===== config.mk =====
export PLATFORM = sky130hd
export DESIGN_NAME = apb_reg_bridge_flat
export DESIGN_NICKNAME = d
export VERILOG_FILES = /design/src/rtl/apb_reg_bridge_pkg.sv /design/src/rtl/apb_reg_bridge_if.sv /design/src/rtl/apb_reg_bridge_timeout.sv /design/src/rtl/apb_reg_bridge.sv /design/src/flat_wrapper.sv
export SDC_FILE = /design/constraint.sdc
export NUM_CORES = 1
export LEC_CHECK = 0
export CAP_MARGIN = 0
export CELL_PAD_IN_SITES_DETAIL_PLACEMENT = 0
export CELL_PAD_IN_SITES_GLOBAL_PLACEMENT = 1
export CORE_ASPECT_RATIO = 0.7
export CORE_MARGIN = 3
export CORE_UTILIZATION = 30
export DETAILED_ROUTE_END_ITERATION = 12
export PLACE_DENSITY = 0.95
export SLEW_MARGIN = 20
export SYNTH_ARGS = -nofsm -noshare
export SYNTH_HDL_FRONTEND = slang
export SYNTH_HIERARCHICAL = 1
export SYNTH_SLANG_ARGS = --single-unit
export TNS_END_PERCENT = 100

===== constraint.sdc =====
create_clock -name clk -period 3.07 [get_ports clk]
set_input_delay 0.614 -clock clk [delete_from_list [all_inputs] [get_ports clk]]
set_output_delay 0.614 -clock clk [all_outputs]
set_load 0.02 [all_outputs]

===== src/rtl/apb_reg_bridge_pkg.sv =====
// Shared types for the APB-to-register-space bridge: FSM states and APB response codes.
// No logic; imported by the bridge top.
// No backpressure concerns.
package apb_reg_bridge_pkg;

  typedef enum logic [2:0] {
    IDLE,
    RD_REQ,
    RD_ACK,
    WR_REQ,
    RESP
  } state_t;

  localparam logic OKAY   = 1'b0;
  localparam logic SLVERR = 1'b1;

endpackage


===== src/rtl/apb_reg_bridge_if.sv =====
// APB slave port plus register-space read-request, read-ack and write-request channels.
// Pure wiring, zero latency.
// Backpressure is carried by the rreq_rdy / rack_vld / wreq_rdy handshakes.
interface apb_reg_bridge_if #(
  parameter int ADDR_WIDTH = 16,
  parameter int DATA_WIDTH = 32,
  parameter int STRB_WIDTH = DATA_WIDTH / 8
);
  logic [ADDR_WIDTH-1:0] p_addr;
  logic [2:0]            p_prot;
  logic                  p_sel;
  logic                  p_enable;
  logic                  p_write;
  logic [DATA_WIDTH-1:0] p_wdata;
  logic [STRB_WIDTH-1:0] p_strb;
  logic                  p_ready;
  logic [DATA_WIDTH-1:0] p_rdata;
  logic                  p_slverr;

  logic [ADDR_WIDTH-1:0] rreq_addr;
  logic                  rreq_vld;
  logic                  rreq_rdy;
  logic [DATA_WIDTH-1:0] rack_data;
  logic                  rack_vld;
  logic                  rack_rdy;
  logic [ADDR_WIDTH-1:0] wreq_addr;
  logic [DATA_WIDTH-1:0] wreq_data;
  logic [STRB_WIDTH-1:0] wreq_strb;
  logic                  wreq_vld;
  logic                  wreq_rdy;

  // Bridge side.
  modport slave (
    input  p_addr, p_prot, p_sel, p_enable, p_write, p_wdata, p_strb,
    output p_ready, p_rdata, p_slverr,
    output rreq_addr, rreq_vld,
    input  rreq_rdy,
    input  rack_data, rack_vld,
    output rack_rdy,
    output wreq_addr, wreq_data, wreq_strb, wreq_vld,
    input  wreq_rdy
  );

  // APB master and register-space side.
  modport master (
    output p_addr, p_prot, p_sel, p_enable, p_write, p_wdata, p_strb,
    input  p_ready, p_rdata, p_slverr,
    input  rreq_addr, rreq_vld,
    output rreq_rdy,
    output rack_data, rack_vld,
    input  rack_rdy,
    input  wreq_addr, wreq_data, wreq_strb, wreq_vld,
    output wreq_rdy
  );

endinterface


===== src/rtl/apb_reg_bridge_timeout.sv =====
// Wait-cycle counter for the bridge; expired flags the TIMEOUT_CYCLES-th wait cycle.
// Combinational expired from a registered count.
// No handshake; clr/en come from the bridge FSM.
module apb_reg_bridge_timeout #(
  parameter int TIMEOUT_CYCLES = 255,
  localparam int CW = $clog2(TIMEOUT_CYCLES + 1)
) (
  input  logic clk,
  input  logic rst_n,
  input  logic clr,
  input  logic en,
  output logic expired
);

  logic [CW-1:0] cnt;

  // cnt holds completed wait cycles, so the current one is cnt+1.
  assign expired = en && (cnt == CW'(TIMEOUT_CYCLES - 1));

  always_ff @(posedge clk or negedge rst_n) begin
    if (!rst_n) begin
      cnt <= '0;
    end else if (clr) begin
      cnt <= '0;
    end else if (en && !expired) begin
      cnt <= cnt + CW'(1);
    end
  end

endmodule


===== src/rtl/apb_reg_bridge.sv =====
// APB3/4 slave to register-space valid/ready bridge; APB_REG_BRIDGE_TIMEOUT_EN adds a PSLVERR timeout.
// Latency: read T3, write T2, zero-strobe write T1 after setup; +1 per stalled cycle.
// Inserts APB wait states until the downstream handshake completes (or times out).
module apb_reg_bridge
  import apb_reg_bridge_pkg::*;
#(
  parameter int ADDR_WIDTH     = 16,
  parameter int DATA_WIDTH     = 32,
  parameter int STRB_WIDTH     = DATA_WIDTH / 8,
  parameter int TIMEOUT_CYCLES = 255
) (
  input logic             clk,
  input logic             rst_n,
  apb_reg_bridge_if.slave bus
);

  if (TIMEOUT_CYCLES < 1 || (DATA_WIDTH % 8) != 0) begin : g_bad_param
    $error("apb_reg_bridge: invalid TIMEOUT_CYCLES or DATA_WIDTH");
  end

  state_t state, next_state;

  logic                  setup;
  logic                  rd_done;
  logic                  err_set;
  logic                  timed_out;
  logic [DATA_WIDTH-1:0] wdata_masked;

  logic [ADDR_WIDTH-1:0] addr_q;
  logic [DATA_WIDTH-1:0] wdata_q;
  logic [STRB_WIDTH-1:0] strb_q;
  logic                  rreq_vld_q, rack_rdy_q, wreq_vld_q;
  logic                  p_ready_q, p_slverr_q;
  logic [DATA_WIDTH-1:0] p_rdata_q;

  assign setup = bus.p_sel && !bus.p_enable;

  always_comb begin
    wdata_masked = '0;
    for (int i = 0; i < STRB_WIDTH; i++) begin
      if (bus.p_strb[i]) wdata_masked[8*i +: 8] = bus.p_wdata[8*i +: 8];
    end
  end

`ifdef APB_REG_BRIDGE_TIMEOUT_EN
  apb_reg_bridge_timeout #(.TIMEOUT_CYCLES(TIMEOUT_CYCLES)) u_timeout (
    .clk     (clk),
    .rst_n   (rst_n),
    .clr     (state == IDLE),
    .en      (state == RD_REQ || state == RD_ACK || state == WR_REQ),
    .expired (timed_out)
  );
`else
  assign timed_out = 1'b0;
`endif

  always_ff @(posedge clk or negedge rst_n) begin
    if (!rst_n) state <= IDLE;
    else        state <= next_state;
  end

  // Handshake checks precede the timeout so a same-cycle completion wins.
  always_comb begin
    next_state = state;
    rd_done    = 1'b0;
    err_set    = 1'b0;
    case (state)
      IDLE: begin
        if (setup) begin
          if (!bus.p_write)     next_state = RD_REQ;
          else if (|bus.p_strb) next_state = WR_REQ;
          else                  next_state = RESP;
        end
      end
      RD_REQ: begin
        if (bus.rreq_rdy)   next_state = RD_ACK;
        else if (timed_out) begin next_state = RESP; err_set = 1'b1; end
      end
      RD_ACK: begin
        if (bus.rack_vld)   begin next_state = RESP; rd_done = 1'b1; end
        else if (timed_out) begin next_state = RESP; err_set = 1'b1; end
      end
      WR_REQ: begin
        if (bus.wreq_rdy)   next_state = RESP;
        else if (timed_out) begin next_state = RESP; err_set = 1'b1; end
      end
      RESP:    next_state = IDLE;
      default: next_state = IDLE;
    endcase
  end

  always_ff @(posedge clk or negedge rst_n) begin
    if (!rst_n) begin
      addr_q  <= '0;
      wdata_q <= '0;
      strb_q  <= '0;
    end else if (state == IDLE && setup) begin
      addr_q  <= bus.p_addr;
      wdata_q <= wdata_masked;
      strb_q  <= bus.p_strb;
    end
  end

  // Outputs are decoded from next_state so they are flops aligned with the state.
  always_ff @(posedge clk or negedge rst_n) begin
    if (!rst_n) begin
      rreq_vld_q <= 1'b0;
      rack_rdy_q <= 1'b0;
      wreq_vld_q <= 1'b0;
      p_ready_q  <= 1'b0;
      p_rdata_q  <= '0;
      p_slverr_q <= OKAY;
    end else begin
      rreq_vld_q <= (next_state == RD_REQ);
      rack_rdy_q <= (next_state == RD_ACK);
      wreq_vld_q <= (next_state == WR_REQ);
      p_ready_q  <= (next_state == RESP);
      p_rdata_q  <= rd_done ? bus.rack_data : '0;
      p_slverr_q <= err_set ? SLVERR : OKAY;
    end
  end

  assign bus.rreq_addr = addr_q;
  assign bus.rreq_vld  = rreq_vld_q;
  assign bus.rack_rdy  = rack_rdy_q;
  assign bus.wreq_addr = addr_q;
  assign bus.wreq_data = wdata_q;
  assign bus.wreq_strb = strb_q;
  assign bus.wreq_vld  = wreq_vld_q;
  assign bus.p_ready   = p_ready_q;
  assign bus.p_rdata   = p_rdata_q;
  assign bus.p_slverr  = p_slverr_q;

endmodule


===== src/flat_wrapper.sv =====
// flat-port wrapper written by rule: the top's interface ports become plain ports
module apb_reg_bridge_flat import apb_reg_bridge_pkg::*;
#(
  parameter int ADDR_WIDTH     = 16,
  parameter int DATA_WIDTH     = 32,
  parameter int STRB_WIDTH     = DATA_WIDTH / 8,
  parameter int TIMEOUT_CYCLES = 255
)
  (clk, rst_n, bus_p_addr, bus_p_prot, bus_p_sel, bus_p_enable, bus_p_write, bus_p_wdata, bus_p_strb, bus_p_ready, bus_p_rdata, bus_p_slverr, bus_rreq_addr, bus_rreq_vld, bus_rreq_rdy, bus_rack_data, bus_rack_vld, bus_rack_rdy, bus_wreq_addr, bus_wreq_data, bus_wreq_strb, bus_wreq_vld, bus_wreq_rdy);
  apb_reg_bridge_if #(.ADDR_WIDTH(ADDR_WIDTH), .DATA_WIDTH(DATA_WIDTH), .STRB_WIDTH(STRB_WIDTH)) bus_i ();
  input logic clk;
  input logic rst_n;
  input wire logic [$bits(bus_i.p_addr)-1:0] bus_p_addr;
  input wire logic [$bits(bus_i.p_prot)-1:0] bus_p_prot;
  input wire logic [$bits(bus_i.p_sel)-1:0] bus_p_sel;
  input wire logic [$bits(bus_i.p_enable)-1:0] bus_p_enable;
  input wire logic [$bits(bus_i.p_write)-1:0] bus_p_write;
  input wire logic [$bits(bus_i.p_wdata)-1:0] bus_p_wdata;
  input wire logic [$bits(bus_i.p_strb)-1:0] bus_p_strb;
  output wire logic [$bits(bus_i.p_ready)-1:0] bus_p_ready;
  output wire logic [$bits(bus_i.p_rdata)-1:0] bus_p_rdata;
  output wire logic [$bits(bus_i.p_slverr)-1:0] bus_p_slverr;
  output wire logic [$bits(bus_i.rreq_addr)-1:0] bus_rreq_addr;
  output wire logic [$bits(bus_i.rreq_vld)-1:0] bus_rreq_vld;
  input wire logic [$bits(bus_i.rreq_rdy)-1:0] bus_rreq_rdy;
  input wire logic [$bits(bus_i.rack_data)-1:0] bus_rack_data;
  input wire logic [$bits(bus_i.rack_vld)-1:0] bus_rack_vld;
  output wire logic [$bits(bus_i.rack_rdy)-1:0] bus_rack_rdy;
  output wire logic [$bits(bus_i.wreq_addr)-1:0] bus_wreq_addr;
  output wire logic [$bits(bus_i.wreq_data)-1:0] bus_wreq_data;
  output wire logic [$bits(bus_i.wreq_strb)-1:0] bus_wreq_strb;
  output wire logic [$bits(bus_i.wreq_vld)-1:0] bus_wreq_vld;
  input wire logic [$bits(bus_i.wreq_rdy)-1:0] bus_wreq_rdy;
  assign bus_i.p_addr = bus_p_addr;
  assign bus_i.p_prot = bus_p_prot;
  assign bus_i.p_sel = bus_p_sel;
  assign bus_i.p_enable = bus_p_enable;
  assign bus_i.p_write = bus_p_write;
  assign bus_i.p_wdata = bus_p_wdata;
  assign bus_i.p_strb = bus_p_strb;
  assign bus_p_ready = bus_i.p_ready;
  assign bus_p_rdata = bus_i.p_rdata;
  assign bus_p_slverr = bus_i.p_slverr;
  assign bus_rreq_addr = bus_i.rreq_addr;
  assign bus_rreq_vld = bus_i.rreq_vld;
  assign bus_i.rreq_rdy = bus_rreq_rdy;
  assign bus_i.rack_data = bus_rack_data;
  assign bus_i.rack_vld = bus_rack_vld;
  assign bus_rack_rdy = bus_i.rack_rdy;
  assign bus_wreq_addr = bus_i.wreq_addr;
  assign bus_wreq_data = bus_i.wreq_data;
  assign bus_wreq_strb = bus_i.wreq_strb;
  assign bus_wreq_vld = bus_i.wreq_vld;
  assign bus_i.wreq_rdy = bus_wreq_rdy;
  apb_reg_bridge #(.ADDR_WIDTH(ADDR_WIDTH), .DATA_WIDTH(DATA_WIDTH), .STRB_WIDTH(STRB_WIDTH), .TIMEOUT_CYCLES(TIMEOUT_CYCLES)) u_core (.clk(clk), .rst_n(rst_n), .bus(bus_i));
endmodule

# Yosys cells after proc, flatten, opt, wreduce, memory -nomap -nowiden
# Index checks and enable logic that the tools add are counted.
[totals]
ff_bits = 91
in_bits = 95
out_inout_bits = 105
word_cells = 35
[classes]
eq_ne = 7
n_mux = 14
n_reduce_logical = 5
[op_table]
columns = ["operator", "count"]
rows = [
  ["2-to-1 mux 32 bit", 1],
  ["2-to-1 mux 8 bit", 4],
  ["2-to-1 mux 3 bit", 6],
  ["equality test 3 x 2 -> 1 bit, second input constant", 4],
  ["one-hot mux 3 bit (4 select lines)", 1],
  ["equality test 3 x 1 -> 1 bit, second input constant", 2],
  ["OR reduction 4 bit", 1],
  ["equality test 3 bit, second input constant", 1],
  ["zero test 3 bit", 1],
  ["logical AND 1 bit", 2],
  ["2-to-1 mux 1 bit", 2],
  ["zero test 1 bit", 1],
]

# Logic depth before layout (Yosys ltp)
# Gate-level depths: netlist of the first run.
[logic_depth]
ltp_word = 6
ltp_mapped = 7
ltp_nobuf = 5

# Worst setup path before layout of the first run
# No wires, ideal clock.
[synth_timing]
kind = "input -> register"
start = "input port bus_p_strb[1]"
end = "register u_core.rreq_vld_q (netlist: u_core/bus.rreq_vld)"
setup_ns = 0.136
arrival_ns = 1.567
required_ns = 2.934
path_slack_ns = 1.367
stages = 5
n_path_buf = 1
path_cell_list = "buf_2 -> or4_4 -> nor2_1 -> o21a_2 -> nor3_1"
[synth_between]
elab_chain_cells = 6
[synth_lines]
columns = ["element", "line_no", "rtl"]
rows = [
  ["from (decl)", "flat_wrapper.sv:19", "input wire logic [$bits(bus_i.p_strb)-1:0] bus_p_strb;"],
  ["OR reduction 4 bit", "apb_reg_bridge.sv:71", "else if (|bus.p_strb) next_state = WR_REQ;"],
  ["2-to-1 mux 3 bit", "apb_reg_bridge.sv:71", ""],
  ["2-to-1 mux 3 bit", "apb_reg_bridge.sv:70", "if (!bus.p_write) next_state = RD_REQ;"],
  ["2-to-1 mux 3 bit", "apb_reg_bridge.sv:69", "if (setup) begin"],
  ["one-hot mux 3 bit (4 select lines)", "apb_reg_bridge.sv:67", "case (state)"],
  ["equality test 3 x 1 -> 1 bit", "apb_reg_bridge.sv:114", "rreq_vld_q <= (next_state == RD_REQ);"],
  ["to (signal assigned)", "apb_reg_bridge.sv:114", ""],
  ["to (decl)", "apb_reg_bridge.sv:32", "logic rreq_vld_q, rack_rdy_q, wreq_vld_q;"],
]
# No other way between the ends.
# A chain may end at the register's enable or synchronous reset.

# Worst setup path in the final report of the first run
[layout_timing]
start = "input port bus_p_strb[0]"
end = "register u_core.rreq_vld_q (netlist: u_core/bus.rreq_vld)"
# The elaborated chain is that of the path after synthesis.

==> run metrics, run 1 <==
run status complete, no violations; CP Class input pin to flop; number of enable flip-flop cells after synthesis 0; cell area after synthesis 3570 um2; maximum cell stage delay along the critical path 0.65 ns; area of the core 11300 um2; number of I/O pins 200; number of routed nets with antenna violations 0; maximum fanout count along the critical path 10; hpwl dp 7040 um; DR pass1 iterations 4; largest net degree at the start of global routing 49; standard-cell rows 32; horizontal extent of the die 136 um; total setup violations reported at the end of the flow 0; global placement routability congestion 0.737; type of the most critical hold path input pin to async pin; Reg clk slew, reported paths 0.06 ns; number of filler instances in the final layout 972; power density relative to cell area 928 nW/um2; cell-by-cell trace of the critical path clkdlybuf4s50_1 -> or4_4 -> nor2_1 -> o21a_2 -> nor3_1; global-route wire length before repair 14900 um; fraction of the cycle the final worst path needs 0.675; TNS Setup 0 ns; TritonCTS sink count 91; number of register bits inferred by synthesis 91; total die area 13300 um2; CP endpoint kind flop; number of hold buffers added after CTS 0; Maximum Capacitance Violations 0; Post-CTS Repair Setup Buffers 0; final instance area 5840 um2; initial cell density of the core 0.315; final number of hold-violating endpoints 0; # DRC 0; total via count in the routed design 2791; setup ws final 0.997 ns; clock tree root driver cell sky130_fd_sc_hd__clkbuf_16; H-Tree Level Count 3; crit path time final 2.07 ns; clock tree from TritonCTS built; top cells by area in the synthesized netlist sky130_fd_sc_hd__dfrtp_1 64%, sky130_fd_sc_hd__nand2_1 6.8%, sky130_fd_sc_hd__and3_1 5.6%; sequential cell area fraction in the yosys report 0.638; iteration-0 DRC count of the detailed router 79; sequential standard cell area 2280 um2; Critical Path Start Type input pin; worst path buffer plus inverter count 1; Area Growth Syn to Fin 63.6%; total leakage power 2.67 nW; worst path required time 3.27 ns; vias in the first global route 2891; initial antenna violation count 0; mean cell area of the mapped netlist 11.7 um2; CTS resizes 0; share of the synthesized area in the top cell type 0.638; final WL 9210 um; # nets final 574; overall overflow remaining after global route 0; placed cell area 5550 um2; Num CTS Buffers 9; Worst IR Drop VDD 0.436 mV; Fin Hold WS 0.269 ns; number of port buffers 195; final count of pins violating max slew 0; leading register cell type out of synthesis sky130_fd_sc_hd__dfrtp_1; worst slack, placed 0.638 ns; total nets after synthesis 400; number of instances in the synthesized netlist 305; biggest area consumer among synthesized cells sky130_fd_sc_hd__dfrtp_1; Avg Vias per Cell 4.38; GRT Resource Usage Total 0.140; Multi-input gate area 1050 um2; Worst Tran Pin Value 0.572 ns; Slowest cell on crit path sky130_fd_sc_hd__or4_4; post-DR wirelength/cell 14.5 um; data arrival time of the critical path 2.27 ns; top cell family by delay on the critical path simple AND/OR/NAND/NOR gates; Antenna Cells 0; Die Height 97.3 um; worst clock skew 0.00551 ns; number of warnings issued by yosys 6; count of different cell masters after synthesis 30; Max Clk Rate 482 MHz; clk buf depth 2; share of final-layout standard cells stronger than drive strength 1 0.0992; RSZ-0062 raised after global routing false; worst relative slew slack 0.619; share of async-settable or async-resettable flops after synthesis 1.00; clock insertion delay at the later pin of the skew report 0.33 ns
[power breakdown]
| group | switching (mW) | internal [mW] |
|---|---|---|
| clock | 0.430 | 0.652 |
| combinational | 1.24 | 1.24 |
| sequential | 0.248 | 1.61 |
[cell type report]
cell class,count,share of cell area
inverters,2,0.00129
well taps,153,0.0328
clock buffers,12,0.0422
multi-input cells,174,0.180
clock inverters,4,0.00857
repair buffers,201,0.346
flip-flops and latches,91,0.390
[per-stage QoR]
step / power (mW) / std cells / utilization
after global routing: 5.73 / 637 / 0.516
after floorplan: 3.20 / 305 / -
after CTS: 5.51 / 637 / 0.516
final: 5.42 / 637 / 0.516
after global placement: 4.33 / 621 / 0.489
after detailed placement: 4.39 / 621 / 0.489
[state kept, by name, summed over array words and instances, names as in the netlist]
signal / count
u_core/bus.p_ready: 1
u_core/bus.wreq_vld: 1
u_core/bus.wreq_data: 32
u_core/bus.rack_rdy: 1
u_core/bus.p_rdata: 32
u_core/bus.rreq_addr: 16
u_core/state: 3
u_core/bus.wreq_strb: 4
u_core/bus.rreq_vld: 1
[cells in the mapped netlist, types with 2 or more instances]
cell,instances
sky130_fd_sc_hd__o21ai_0,33
sky130_fd_sc_hd__mux2_4,6
sky130_fd_sc_hd__nand2_1,65
sky130_fd_sc_hd__buf_6,4
sky130_fd_sc_hd__buf_4,17
sky130_fd_sc_hd__a21oi_1,2
sky130_fd_sc_hd__and3_1,32
sky130_fd_sc_hd__clkbuf_1,10
sky130_fd_sc_hd__dfrtp_1,91
sky130_fd_sc_hd__nand3b_1,3
sky130_fd_sc_hd__buf_2,7
sky130_fd_sc_hd__nor4bb_1,2
sky130_fd_sc_hd__mux2_2,14
sky130_fd_sc_hd__nor2_1,3
[layout by cell type, fill, tap and decap left out]
| master | count |
|---|---|
| sky130_fd_sc_hd__nand3b_4 | 1 |
| sky130_fd_sc_hd__clkdlybuf4s50_1 | 194 |
| sky130_fd_sc_hd__clkbuf_1 | 2 |
| sky130_fd_sc_hd__nor3_1 | 1 |
| sky130_fd_sc_hd__o21ai_0 | 33 |
| sky130_fd_sc_hd__clkbuf_8 | 1 |
| sky130_fd_sc_hd__buf_4 | 5 |
| sky130_fd_sc_hd__nand2_1 | 65 |
| sky130_fd_sc_hd__clkinvlp_4 | 2 |
| sky130_fd_sc_hd__clkinv_2 | 1 |
| sky130_fd_sc_hd__nor4bb_1 | 2 |
| sky130_fd_sc_hd__or4_4 | 1 |
| sky130_fd_sc_hd__inv_1 | 1 |
| sky130_fd_sc_hd__nor4_1 | 1 |
| sky130_fd_sc_hd__nor2_1 | 3 |
| sky130_fd_sc_hd__mux2i_1 | 1 |
| sky130_fd_sc_hd__o21a_2 | 1 |
| sky130_fd_sc_hd__nor2_2 | 1 |
| sky130_fd_sc_hd__buf_12 | 2 |
| sky130_fd_sc_hd__a21o_1 | 1 |
| sky130_fd_sc_hd__mux2_2 | 14 |
| sky130_fd_sc_hd__conb_1 | 1 |
| sky130_fd_sc_hd__and3_1 | 32 |
| sky130_fd_sc_hd__nor3b_2 | 1 |
| sky130_fd_sc_hd__dfrtp_1 | 91 |
| sky130_fd_sc_hd__nor3_4 | 1 |
| sky130_fd_sc_hd__clkbuf_16 | 9 |
| sky130_fd_sc_hd__bufinv_16 | 1 |
| sky130_fd_sc_hd__nand2b_1 | 1 |
| sky130_fd_sc_hd__inv_2 | 1 |
| sky130_fd_sc_hd__nand3b_1 | 3 |
| sky130_fd_sc_hd__a21oi_1 | 2 |
| sky130_fd_sc_hd__o21a_1 | 1 |
| sky130_fd_sc_hd__mux2_4 | 6 |
| sky130_fd_sc_hd__a211oi_1 | 1 |
[layer usage]
layer  vias up  GRT usage  part of all wire
met5         -          0                 0
met4         0     0.0480             0.014
met3        13     0.0471             0.077
met2       103      0.234              0.49
met1      1334      0.170              0.42
li1       1341          -                 -
[final timing paths]
kind / slack (ns) / cells past startpoint / to / startpoint
max in group asynchronous: 2.14 / 2 / u_core/bus.wreq_data[16] / rst_n
hold reg to reg: 0.48 / 2 / u_core/bus.wreq_data[24] / u_core/bus.wreq_data[24]
min in group clk: 0.48 / 2 / u_core/bus.wreq_data[24] / u_core/bus.wreq_data[24]
setup / recovery: 1.0 / 5 / u_core/bus.rreq_vld / bus_p_strb[0]
hold / removal: 0.27 / 1 / u_core/bus.wreq_data[30] / rst_n
setup reg to reg: 1.11 / 5 / u_core/bus.rreq_addr[9] / u_core/state[1]
[cells by family after synthesis]
| group | share of synthesized area |
|---|---|
| flops | 0.638 |
| simple gates | 0.160 |
| other cells | 0.00105 |
| compound gates | 0.0578 |
| mux | 0.0722 |
| buf+inv | 0.0708 |
(Power assumes the default switching activity.)
==> inputs of run 2 (changes only) <==
- CORE_UTILIZATION: 30 -> 25
- PLACE_DENSITY: 0.95 -> 0.86
- clock period: 3.07 -> 1.8 ns (I/O delays scaled with it)
==> run 2 against run 1 <==
  * Design area rose by 2.0%
  * Clock skew barely moved
  * Count of clock-buffer cells in the layout shrank 1
  * Hold slack got worse by 0.21 ns
  * Clock power is 85% higher
  * Sequential power increased by 71%
  * Via count up 2.9%
  * Non-clock buffer count is 6 higher
  * Register-to-register slack worse by 0.89 ns
==> run metrics, run 2 (same netlist as run 1, synthesis figures left out) <==
run status complete, no violations (unchanged); # nets final 580 (was 574); CTS resizes 0 (unchanged); Post-CTS Repair Setup Buffers 0 (unchanged); GRT Resource Usage Total 0.125 (was 0.140); type of the most critical hold path input pin to async pin (unchanged); worst path buffer plus inverter count 1 (unchanged); Max Clk Rate 583 MHz; largest net degree at the start of global routing 92 (was 49); maximum fanout count along the critical path 3 (was 10); sequential fraction of design power 0.337 (was 0.342); Reg clk slew, reported paths 0.06 ns (about the same); total die area 15800 um2 (was 13300 um2); most common cell after layout, fill and taps aside sky130_fd_sc_hd__clkdlybuf4s50_1 (unchanged); Die Height 106 um (was 97.3 um); hpwl dp 7450 um (was 7040 um); CP endpoint kind output pin (was flop); Area Growth Syn to Fin 66.9% (was 63.6%); overall overflow remaining after global route 0 (unchanged); internal power contribution 6.15 mW (was 3.50 mW); number of routed nets with antenna violations 0 (unchanged); post-DR wirelength/cell 14.5 um (about the same); horizontal extent of the die 149 um (was 136 um); vias in the first global route 2967 (was 2891); initial antenna violation count 0 (unchanged); Switching Power 3.28 mW (was 1.92 mW); TNS Setup 0 ns (unchanged); Worst IR Drop VDD 0.391 mV (was 0.436 mV); CP Class flop to output pin (was input pin to flop); final number of hold-violating endpoints 0 (unchanged); share of final-layout standard cells stronger than drive strength 1 0.110 (was 0.0992); worst path required time 1.44 ns (was 3.27 ns); placed cell area 5640 um2 (was 5550 um2); total leakage power 2.71 nW (was 2.67 nW); clk buf depth 2 (unchanged); part of the power in the clock network 0.212 (was 0.200); H-Tree Level Count 3 (unchanged); TritonCTS sink count 91 (unchanged); crit path time final 1.71 ns; cell-by-cell trace of the critical path clkdlybuf4s50_1 (was clkdlybuf4s50_1 -> or4_4 -> nor2_1 -> o21a_2 -> nor3_1); final count of pins violating max slew 0 (unchanged); Antenna Cells 0 (unchanged); total setup violations reported at the end of the flow 0 (unchanged); total via count in the routed design 2872 (was 2791); final instance area 5960 um2 (was 5840 um2); final WL 9780 um (was 9210 um); initial cell density of the core 0.263 (was 0.315); maximum cell stage delay along the critical path 0.63 ns (was 0.65 ns); fraction of the cycle the final worst path needs 0.952; number of hold buffers added after CTS 0 (unchanged); most used cells in the layout excluding fill and tap cells 194 x sky130_fd_sc_hd__clkdlybuf4s50_1, 91 x sky130_fd_sc_hd__dfrtp_1, 65 x sky130_fd_sc_hd__nand2_1 (unchanged); standard-cell rows 35 (was 32); Maximum Capacitance Violations 0 (unchanged); clock tree from TritonCTS built (unchanged); number of I/O pins 200 (unchanged); Critical Path Start Type flop (was input pin); top cell family by delay on the critical path buffers and inverters (was simple AND/OR/NAND/NOR gates); iteration-0 DRC count of the detailed router 108 (was 79); Slowest cell on crit path sky130_fd_sc_hd__clkdlybuf4s50_1 (was sky130_fd_sc_hd__or4_4); # DRC 0 (unchanged); clock tree root driver cell sky130_fd_sc_hd__clkbuf_16 (unchanged); number of port buffers 195 (unchanged); DR pass1 iterations 5 (was 4); sw frac 0.348 (was 0.353); logic gate share of total power 0.450 (was 0.458); clock insertion delay at the later pin of the skew report 0.33 ns (about the same); global-route wire length before repair 15600 um (was 14900 um); number of filler instances in the final layout 1275 (was 972); data arrival time of the critical path 1.35 ns (was 2.27 ns); Avg Vias per Cell 4.26 (was 4.38); power density relative to cell area 1580 nW/um2 (was 928 nW/um2); area of the core 13600 um2 (was 11300 um2); worst clock skew 0.00585 ns (was 0.00551 ns); global placement routability congestion 0.769 (was 0.737); Num CTS Buffers 9 (unchanged); RSZ-0062 raised after global routing false (unchanged)
==> run 2: cell types whose count changed in the layout (fill, tap and decap cells not counted), sizes merged <==
cell	before	now
clkbuf	12	11
bufinv	1	2
clkinv	1	0
buf	7	13
==> run 2: per-stage QoR <==
stage | hold WS (ns) | utilization | setup WS (ns) | cells | total power [mW]
after floorplan | 0.0644 | - | 0.332 | 305 | 5.47
after global placement | 0.431 | 0.416 | -0.0818 | 659 | 7.44
after detailed placement | 0.439 | 0.416 | -0.105 | 659 | 7.54
after CTS | 0.0756 | 0.439 | 0.0536 | 674 | 9.59
after global routing | 0.0963 | 0.439 | 0.0119 | 674 | 9.98
final | 0.0582 | 0.439 | 0.0859 | 674 | 9.43
==> run 2: power groups by stage <==
stage	Clock (mW)	Combinational, mW	Sequential (mW)
floorplan	0	1.47	4.00
global placement	0	4.24	3.19
detailed placement	0	4.30	3.23
CTS	2.08	4.31	3.20
global route	2.16	4.53	3.29
finish	2.00	4.25	3.18
==> run 2: per-layer routing <==
layer,global-route usage,up-vias,part of all wire
met4,0.0294,0,0.0078
met1,0.142,1369,0.40
met5,0,-,0
li1,-,1354,-
met3,0.0635,7,0.12
met2,0.210,142,0.47
==> run 2: final cells by class <==
cell class / count / area, um2 / share of cell area
clock inverter: 4 / 75.1 / 0.0126
inverter: 2 / 7.51 / 0.00126
clock buffer: 11 / 243 / 0.0407
sequential: 91 / 2280 / 0.382
timing repair buffer: 207 / 2080 / 0.348
tap: 185 / 231 / 0.0388
multi-input combinational: 174 / 1050 / 0.176
==> run 2: final timing paths <==
check                                                end  cells past startpoint                      from  slack (ns)
worst max register to register  u_core/bus.wreq_data[31]                      5           u_core/state[2]        0.22
worst min register to register  u_core/bus.wreq_data[10]                      2  u_core/bus.wreq_data[10]        0.48
min in group clk                u_core/bus.wreq_data[10]                      2  u_core/bus.wreq_data[10]        0.48
max in group asynchronous        u_core/bus.wreq_data[3]                      2                     rst_n        1.34
worst min-delay path            u_core/bus.wreq_data[25]                      2                     rst_n        0.06
worst max-delay path                   bus_rreq_addr[13]                      1  u_core/bus.rreq_addr[13]        0.09
